==> config.mk <==
export PLATFORM = sky130hd
export DESIGN_NAME = game_seq_ctrl
export DESIGN_NICKNAME = d
export VERILOG_FILES = /design/src/rtl/game_seq_ctrl.sv
export SDC_FILE = /design/constraint.sdc
export NUM_CORES = 1
export LEC_CHECK = 0
export CAP_MARGIN = 20
export CORE_AREA = 2 2 86 88
export CTS_CLUSTER_SIZE = 14
export DETAILED_ROUTE_END_ITERATION = 8
export DIE_AREA = 0 0 88 90
export HOLD_SLACK_MARGIN = 0.08
export PLACE_DENSITY = 0.52
export SLEW_MARGIN = 40
export SYNTH_ARGS = -nofsm -noshare
export SYNTH_HDL_FRONTEND = slang
export SYNTH_SLANG_ARGS = --single-unit
==> constraint.sdc <==
create_clock -name i_clk -period 2.21 [get_ports i_clk]
set_input_delay 0.3315 -clock i_clk [delete_from_list [all_inputs] [get_ports i_clk]]
set_output_delay 0.3315 -clock i_clk [all_outputs]
set_load 0.02 [all_outputs]
==> src/rtl/game_seq_ctrl.sv <==
// Breakout round sequencer: idle/serve/play/miss/over/win flow, lives and score
// bookkeeping, and ball/paddle gating. Decoded outputs lag the state register by one clock.
module game_seq_ctrl #(
  parameter int LIVES        = 3,
  parameter int SERVE_FRAMES = 60,
  parameter int MISS_FRAMES  = 90,
  parameter int SCORE_W      = 9,
  parameter int PTS_PER_HIT  = 1
) (
  input  logic               i_clk,
  input  logic               i_rst_n,
  input  logic               i_animate,
  input  logic               i_mode,
  input  logic               i_start,
  input  logic               i_hit,
  input  logic               i_miss,
  input  logic               i_clear,
  output logic [2:0]         o_state,
  output logic               o_ball_rst,
  output logic               o_ball_en,
  output logic               o_paddle_en,
  output logic               o_endgame,
  output logic               o_win,
  output logic [1:0]         o_lives,
  output logic [SCORE_W-1:0] o_score
);

  localparam int MAX_FRAMES = (SERVE_FRAMES > MISS_FRAMES) ? SERVE_FRAMES : MISS_FRAMES;
  localparam int CNT_W      = (MAX_FRAMES > 1) ? $clog2(MAX_FRAMES) : 1;

  localparam logic [CNT_W-1:0]   SERVE_LAST = CNT_W'(SERVE_FRAMES - 1);
  localparam logic [CNT_W-1:0]   MISS_LAST  = CNT_W'(MISS_FRAMES - 1);
  localparam logic [SCORE_W-1:0] SCORE_MAX  = {SCORE_W{1'b1}};
  localparam logic [1:0]         LIVES_INIT = 2'(LIVES);
  // Decoded output bundle order: {ball_rst, ball_en, paddle_en, endgame, win}
  localparam logic [4:0]         OUTS_IDLE  = 5'b10000;

  typedef enum logic [2:0] {
    ST_IDLE  = 3'd0,
    ST_SERVE = 3'd1,
    ST_PLAY  = 3'd2,
    ST_MISS  = 3'd3,
    ST_OVER  = 3'd4,
    ST_WIN   = 3'd5
  } state_e;

  state_e             state_q, state_d;
  logic [CNT_W-1:0]   cnt_q, cnt_d;
  logic [1:0]         lives_q, lives_d;
  logic [SCORE_W-1:0] score_q, score_d;
  logic               start_hist_q;
  logic [2:0]         state_out_q;
  logic [4:0]         outs_q, outs_d;
  logic               start_evt_s;

  function automatic logic [4:0] decode_outs(input state_e s);
    logic [4:0] v;
    case (s)
      ST_IDLE:  v = 5'b10000;
      ST_SERVE: v = 5'b10100;
      ST_PLAY:  v = 5'b01100;
      ST_MISS:  v = 5'b10000;
      ST_OVER:  v = 5'b00010;
      ST_WIN:   v = 5'b00011;
      default:  v = OUTS_IDLE;
    endcase
    return v;
  endfunction

  // Saturating add: widen by one bit so an overflow is visible before clamping.
  function automatic logic [SCORE_W-1:0] score_add(input logic [SCORE_W-1:0] s);
    logic [SCORE_W:0] sum;
    sum = {1'b0, s} + (SCORE_W + 1)'(PTS_PER_HIT);
    if (sum > {1'b0, SCORE_MAX}) begin
      return SCORE_MAX;
    end else begin
      return sum[SCORE_W-1:0];
    end
  endfunction

  assign start_evt_s = i_start & ~start_hist_q;

  // Next-state, counter, lives and score; i_mode low overrides everything.
  always_comb begin
    state_d = state_q;
    cnt_d   = cnt_q;
    lives_d = lives_q;
    score_d = score_q;
    outs_d  = decode_outs(state_q);
    if (!i_mode) begin
      state_d = ST_IDLE;
      cnt_d   = '0;
    end else begin
      case (state_q)
        ST_IDLE: begin
          if (start_evt_s) begin
            state_d = ST_SERVE;
            lives_d = LIVES_INIT;
            score_d = '0;
            cnt_d   = '0;
          end else begin
            state_d = ST_IDLE;
          end
        end
        ST_SERVE: begin
          if (i_animate) begin
            if (cnt_q == SERVE_LAST) begin
              state_d = ST_PLAY;
              cnt_d   = '0;
            end else begin
              cnt_d = cnt_q + CNT_W'(1);
            end
          end else begin
            cnt_d = cnt_q;
          end
        end
        ST_PLAY: begin
          if (i_hit) begin
            score_d = score_add(score_q);
          end else begin
            score_d = score_q;
          end
          if (i_miss) begin
            cnt_d = '0;
            if (lives_q > 2'd1) begin
              lives_d = lives_q - 2'd1;
              state_d = ST_MISS;
            end else begin
              lives_d = 2'd0;
              state_d = ST_OVER;
            end
          end else if (i_clear) begin
            state_d = ST_WIN;
          end else begin
            state_d = ST_PLAY;
          end
        end
        ST_MISS: begin
          if (i_animate) begin
            if (cnt_q == MISS_LAST) begin
              state_d = ST_SERVE;
              cnt_d   = '0;
            end else begin
              cnt_d = cnt_q + CNT_W'(1);
            end
          end else begin
            cnt_d = cnt_q;
          end
        end
        ST_OVER, ST_WIN: begin
          if (start_evt_s) begin
            state_d = ST_IDLE;
          end else begin
            state_d = state_q;
          end
        end
        default: begin
          state_d = ST_IDLE;
          cnt_d   = '0;
        end
      endcase
    end
  end

  // State, bookkeeping and registered Moore outputs.
  always_ff @(posedge i_clk or negedge i_rst_n) begin
    if (!i_rst_n) begin
      state_q      <= ST_IDLE;
      cnt_q        <= '0;
      lives_q      <= LIVES_INIT;
      score_q      <= '0;
      start_hist_q <= 1'b1;
      state_out_q  <= 3'd0;
      outs_q       <= OUTS_IDLE;
    end else begin
      state_q      <= state_d;
      cnt_q        <= cnt_d;
      lives_q      <= lives_d;
      score_q      <= score_d;
      start_hist_q <= i_start;
      state_out_q  <= state_q;
      outs_q       <= outs_d;
    end
  end

  assign o_state     = state_out_q;
  assign o_ball_rst  = outs_q[4];
  assign o_ball_en   = outs_q[3];
  assign o_paddle_en = outs_q[2];
  assign o_endgame   = outs_q[1];
  assign o_win       = outs_q[0];
  assign o_lives     = lives_q;
  assign o_score     = score_q;

endmodule

==> impl_metrics.env <==
export IMPL_status="finished, final reports clean"
export IMPL_path_class="flip-flop to flip-flop"
export IMPL_final_layout_size_suffix_gt1_share_pct=14.57
export IMPL_cp_arrival_ns=2.06
export IMPL_rows=31
export IMPL_rsz0062_at_grt="no"
export IMPL_syn_to_final_growth_pct=28.10
export IMPL_fmax_mhz=521.5
export IMPL_cts_sinks=30
export IMPL_dr_total_vias=1399
export IMPL_initial_core_util_pct=23.97
export IMPL_synth_area_leaders="dfrtp_1, dfstp_2, nand3_1, ha_1, nand2_1"
export IMPL_fin_area_um2=2156
export IMPL_synth_cells=167
export IMPL_setup_viol=0
export IMPL_yosysWarnings=0
export IMPL_viasPerCell=4.695
export IMPL_io_buffers=26
export IMPL_critPathLaunchType="flip-flop"
export IMPL_antenna_left=0
export IMPL_grt_pass1_vias=1292
export IMPL_grt_max_degree=31
export IMPL_dr_pass1_iters=4
export IMPL_drc=0
export IMPL_register_area_um2=755.7
export IMPL_synth_fp_nets=179
export IMPL_max_cap_violations=0
export IMPL_r2r_slack_ns=0.29
export IMPL_place_ws_ns=0.2079
export IMPL_power_total_mw=1.457
export IMPL_clk_latency_ns=0.29
export IMPL_cts_resized=0
export IMPL_synthFlopType="dfrtp_1"
export IMPL_tightest_slew_ns=0.4802
export IMPL_avgSynthCellArea_um2=10.08
export IMPL_drtIter0Drc=90
export IMPL_cp_required_ns=2.35
export IMPL_numCtsBuffers=5
export IMPL_core_area_um2=7020
export IMPL_r2r_end="state_q[0]"
export IMPL_drt_total_wl_mm=3.940
export IMPL_fp_dieH_um=90
export IMPL_post_drt_wl_per_cell_um=13.22
export IMPL_cp_depth=4
export IMPL_cp_top_family="simple AND/OR/NAND/NOR gates"
export IMPL_cts_tree="built"
export IMPL_slew_headroom_pct=67.98
export IMPL_clk_path_buf_depth=2
export IMPL_die_width_um=88
export IMPL_fillCellCount=733
export IMPL_powerDensity_nw_per_um2=675.8
export IMPL_final_setup_tns_ns=0
export IMPL_diodes=0
export IMPL_yosysUniqueCellTypes=47
export IMPL_hold_violations=0
export IMPL_postCtsSetupBuffers=0
export IMPL_crit_chain="nand2b_1, or4_1, a32oi_1, o32ai_1"
export IMPL_reg2regPathDepth=4
export IMPL_ctsHoldBuffers=0
export IMPL_cp_end_kind="flip-flop"
export IMPL_layout_setup_ws_ns=0.2923
export IMPL_grt_overflow_total=0
export IMPL_synth_area_leader_cell="dfrtp_1"
export IMPL_cpMaxStageDelayCell="or4_1"
export IMPL_vdd_drop_max_uv=209.2
export IMPL_place_congestion=0.8096
export IMPL_min_period_ns=1.918
export IMPL_multi_input_area_um2=845.8
export IMPL_htree_levels=2
export IMPL_die_area_um2=7920
export IMPL_syn_cell_area_um2=1683
export IMPL_path_buf_inv=0
export IMPL_fin_util_pct=30.71
export IMPL_grt_pass1_wl_mm=6.575
export IMPL_layout_nets=210
export IMPL_hold_path_class="input port to async pin"
export IMPL_critical_path_max_stage_delay_ns=0.60
export IMPL_power_leakage_nw=0.8007
export IMPL_synth_top_area_share_pct=38.66
export IMPL_cts_root_buffer="clkbuf_8"
export IMPL_crit_path_max_fanout=13
export IMPL_grt_util_all_layers_pct=10.74
export IMPL_antenna_found_initial=0
export IMPL_finClkSkew_ns=0.01127
export IMPL_path_clk_slew_ns=0.07
export IMPL_dpl_cell_area_um2=2064
export IMPL_synth_edf_count=0
export IMPL_seq_area_frac_synth_pct=44.91
export IMPL_ios=27
export IMPL_synth_common_cells="dfrtp_1, nand3_1, nand2_1"
export IMPL_fin_crit_sh_pct=86.77
export IMPL_slew_violations=0
export IMPL_r2r_start="state_q[1]"
export IMPL_async_flop_share_pct=100.0
export IMPL_ys_ff_latch=30
export IMPL_dp_hpwl_mm=2.767
export IMPL_synth_most_common_cell="dfrtp_1"
==> state kept, by name, summed over array words and instances (netlist names) <==
register      count
cnt_q             7
o_lives           2
o_score           9
o_state           3
outs_q            5
start_hist_q      1
state_q           3
==> cells in the final DEF, fill, tap and decap left out, drive strengths merged, types with 2 or more instances in the layout <==
master         netlist  final
a211oi               3      3
a21oi                5      5
a31oi                7      7
and2                 4      4
and3                 3      3
buf                  8      7
clkbuf               1      7
clkdlybuf4s50        0     26
dfrtp               26     26
dfstp                4      4
ha                   4      4
inv                  7      7
nand2               12     12
nand2b               7      7
nand3               13     13
nand4                5      5
nand4b               3      3
nor2                 4      4
nor2b                3      3
nor3                 2      2
nor3b                4      4
nor4                 2      2
nor4b                3      3
o211ai               5      5
o21ai                6      6
o32ai                3      3
or2                  4      4
or3                  2      2
or4                  2      2
==> worst register-to-register path, stage by stage (launching register included) <==
cell and delay [ns]:
dfrtp_1 0.56, nand2b_1 0.23, or4_1 0.60, a32oi_1 0.27
o32ai_1 0.12
==> logic make-up (layout without fill, tap and decap cells) <==
| logic type | count (synthesis) | count (layout) | synth area share, % |
|---|---|---|---|
| compound gates | 40 | 40 | 18.81 |
| fa+ha+maj | 4 | 4 | 2.974 |
| buf+inv | 16 | 48 | 4.833 |
| flops | 30 | 30 | 44.91 |
| simple gates | 77 | 77 | 28.48 |
==> power breakdown <==
part	switching (mW)	internal (mW)	total, mW	leakage (nW)
combinational	0.174	0.162	0.336	0.351
sequential	0.0592	0.602	0.662	0.401
clock	0.209	0.251	0.459	0.0482
==> per-layer routing <==
metal | track usage, % | vias to the layer above | wire length [um]
li1 | - | 692 | -
met1 | 15.43 | 666 | 2020
met2 | 14.46 | 32 | 1660
met3 | 2.388 | 9 | 158
met4 | 6.282 | 0 | 101
met5 | 0 | - | 0
==> how the worst max path moves through the flow <==
stage,from,end,slack [ns]
6_report,state_q[1],state_q[0],0.29
3_3_place_gp,i_animate,cnt_q[2],0.17
3_5_place_dp,i_animate,cnt_q[3],0.21
4_1_cts,state_q[1],state_q[0],0.31
5_1_grt,cnt_q[0],state_q[0],0.17
2_1_floorplan,cnt_q[0],state_q[0],0.57
==> layout make-up <==
class,instances,share of cell area (%)
Sequential cell,30,35.06
Clock buffer,7,4.005
Tap cell,99,5.746
Multi-Input combinational cell,121,39.23
Clock inverter,1,0.2322
Inverter,7,1.219
Timing Repair Buffer,33,14.51
==> stage by stage <==
step	instances	hold slack, ns
after floorplan	167	0.03591
after global placement	290	0.4982
after detailed placement	290	0.5012
after CTS	298	0.4489
after global routing	298	0.4786
final	298	0.4226
(Power assumes the default switching activity.)
==> variant: new RTL, same settings <==
Register the output `o_score` once more, with the module's reset; this adds one clock of latency there. The other outputs are not delayed to match.
--- a/src/rtl/game_seq_ctrl.sv
+++ b/src/rtl/game_seq_ctrl.sv
@@ -190,7 +190,13 @@
   assign o_endgame   = outs_q[1];
   assign o_win       = outs_q[0];
   assign o_lives     = lives_q;
-  assign o_score     = score_q;
+  always_ff @(posedge i_clk or negedge i_rst_n) begin
+    if (!i_rst_n) begin
+      o_score <= '0;
+    end else begin
+      o_score <= score_q;
+    end
+  end
 
 endmodule
 
Check against the original RTL: no difference found for any inputs over 10 cycles, from zero or initial values and one cycle with i_rst_n low; that may be too few to reach the edited logic, so the function may still have changed.
==> variant against the original RTL <==
  * Sequential cell count increased by 9
  * Synthesized area increased by 7.3%
  * Cell count increased by 3.0%
  * Critical path type unchanged
  * Die area unchanged
  * First-iteration DRC count decreased by 34%
  * Via count decreased by 0.86%
  * Global-route usage increased by 0.15 points
  * Final area increased by 7.8%
  * Critical endpoint is now cnt_q[6]$_DFFE_PN0P_
  * Clock skew decreased by 0.0081 ns
  * Setup slack got worse by 0.058 ns
  * Routed wire length decreased by 0.41%
Power is not compared: it rests on default switching activity, and its combinational part moved more than twofold at a synthesized area within 25%.
==> variant: results (changes against the original RTL) <==
critical_path:
  cp_slowest_stage_delay_ns: 0.41  # -0.19 ns
  critPathSlowestCell: "dfrtp_1"
  crit_fanout: 10  # -3
  cp.arrival_ns: 2.16  # +0.10 ns
  crit_start: "cnt_q[0]$_DFFE_PN0P_"
synth:
  yosys-top-cells-count: "35 x dfrtp_1, 19 x nand2_1, 12 x nand3_1, 12 x o21ai_0, 11 x nor2_1"
  ys_types: 39  # -17%
  syn-num-nets: 186  # +3.9%
  synth_area_leaders: "dfrtp_1 49%, dfstp_2 5.8%, nand2_1 4.0%, nand3_1 3.3%, o21ai_0 3.3%"
  async_reset_ff_frac: 1.00  # unchanged
  seq_area_frac_synth: 0.543  # +0.0942
  yosys_warnings: 0  # unchanged
  syn_inst: 174  # +4.2%
detailed_routing:
  drc: 0  # unchanged
  drt-met1-wl_um: 1850  # -8.4%
  dr.pass1.iters: 4  # unchanged
  wl_met2_um: 1810  # +9.3%
  drt_iter0_drc: 59  # -34%
  wirelength_um: 3920  # -0.41%
  met3_length_um: 151  # -4.4%
  top_layer_used: "met4"
  viasPerCell: 4.52  # -3.8%
placement:
  portBuffers: 26  # unchanged
  pre_cts_ws_ns: 0.197  # -0.0110 ns
  dp_hpwl_um: 2740  # -1.1%
  placed_area_um2: 2190  # +6.0%
  routabilityCongestion: 0.746  # -7.9%
  dp.cells: 299  # +3.1%
global_route:
  grt_pass1_vias: 1368  # +5.9%
  grt_max_degree: 40  # +29%
  grt_pass1_wl_um: 6710  # +2.1%
  grt.total_usage: 0.109  # +0.00155
  grt_antenna_before_repair: 0  # unchanged
sta:
  clock_skew_ns: 0.00315  # -0.00812 ns
  worst_pin_slew_ns: 0.514  # +0.0342 ns
clocking:
  clk_latency_ns: 0.29  # about the same
  cts_max_level: 2  # unchanged
  clock_path_buffers: 2  # unchanged
  clkTransAtPathRegs_ns: 0.08
  root_buffer: "clkbuf_8"
  postCtsSetupBuffers: 0  # unchanged
  numCtsBuffers: 5  # unchanged
cells_and_area:
  fin_nets: 219  # +4.3%
  n_antenna_cell: 0  # unchanged
  final_cell_count_no_fill: 307  # +3.0%
  layout-drive-gt1-share: 0.115  # -0.0303
pwr:
  p_leak_nw: 0.970
  peakVddDrop_uv: 278
hold_path:
  hold_path_class: "input pin to async pin"
status:
  status: "completed"
variant: cell count changes in the layout (fill, tap and decap cells not counted), moves of 4 or more:
| cell | unedited run | this run |
|---|---|---|
| a21oi_1 | 5 | 9 |
| a22o_1 | 0 | 5 |
| a31oi_1 | 7 | 1 |
| dfrtp_1 | 26 | 35 |
| nand2_1 | 12 | 19 |
| nand4_1 | 5 | 0 |
| nor2_1 | 4 | 11 |
| nor3b_1 | 4 | 0 |
| o211ai_1 | 5 | 0 |
| o21a_1 | 0 | 8 |
| o21ai_0 | 6 | 12 |
variant: report_power, final:
part	total (mW)	internal, mW	switching (mW)	leakage [nW]
registers	0.728	0.721	0.00723	0.529
logic	0.0931	0.0364	0.0566	0.376
clock network	0.713	0.450	0.263	0.0644
total	1.53	1.21	0.327	0.970
variant: final cells by class:
cell class              count  area [um2]
clock inverters             3        67.6
flip-flops and latches     39         981
clock buffers               5        68.8
well taps                  99         124
repair buffers             32         300
fillers                   719        4700
inverters                   6        22.5
multi-input cells         123         761
variant: kinds of logic after synthesis:
kind of cell | count (synthesis) | synth area share
mux | 1 | 0.00624
simple gates | 70 | 0.206
flops | 39 | 0.543
compound gates | 48 | 0.182
fa+ha+maj | 4 | 0.0277
buf+inv | 12 | 0.0353
variant: final timing paths:
| kind | depth (start not counted) | slack (ns) | to |
|---|---|---|---|
| hold / removal | 2 | 0.09 | cnt_q[2]$_DFFE_PN0P_ |
| setup / recovery | 6 | 0.23 | cnt_q[6]$_DFFE_PN0P_ |
| min in group i_clk | 0 | 0.44 | o_score[7]$_DFF_PN0_ |
| setup reg to reg | 6 | 0.23 | cnt_q[6]$_DFFE_PN0P_ |
| max in group asynchronous | 2 | 1.74 | o_lives[1]$_DFFE_PN1P_ |
| hold reg to reg | 0 | 0.44 | o_score[7]$_DFF_PN0_ |
variant: worst max-delay path, delay by kind of cell, from the launching register on:
family / cells / cell delay, ns
adder cells (fa/ha/maj): 1 / 0.27
AND/OR/NAND/NOR: 2 / 0.50
flip-flops: 1 / 0.41
AO/OA/AOI/OAI: 3 / 0.69
variant: layer usage:
layer / global-route usage / up-vias
met1: 0.144 / 655
met2: 0.164 / 30
li1: - / 690
met4: 0.0538 / 0
met3: 0.0266 / 12
met5: 0 / -
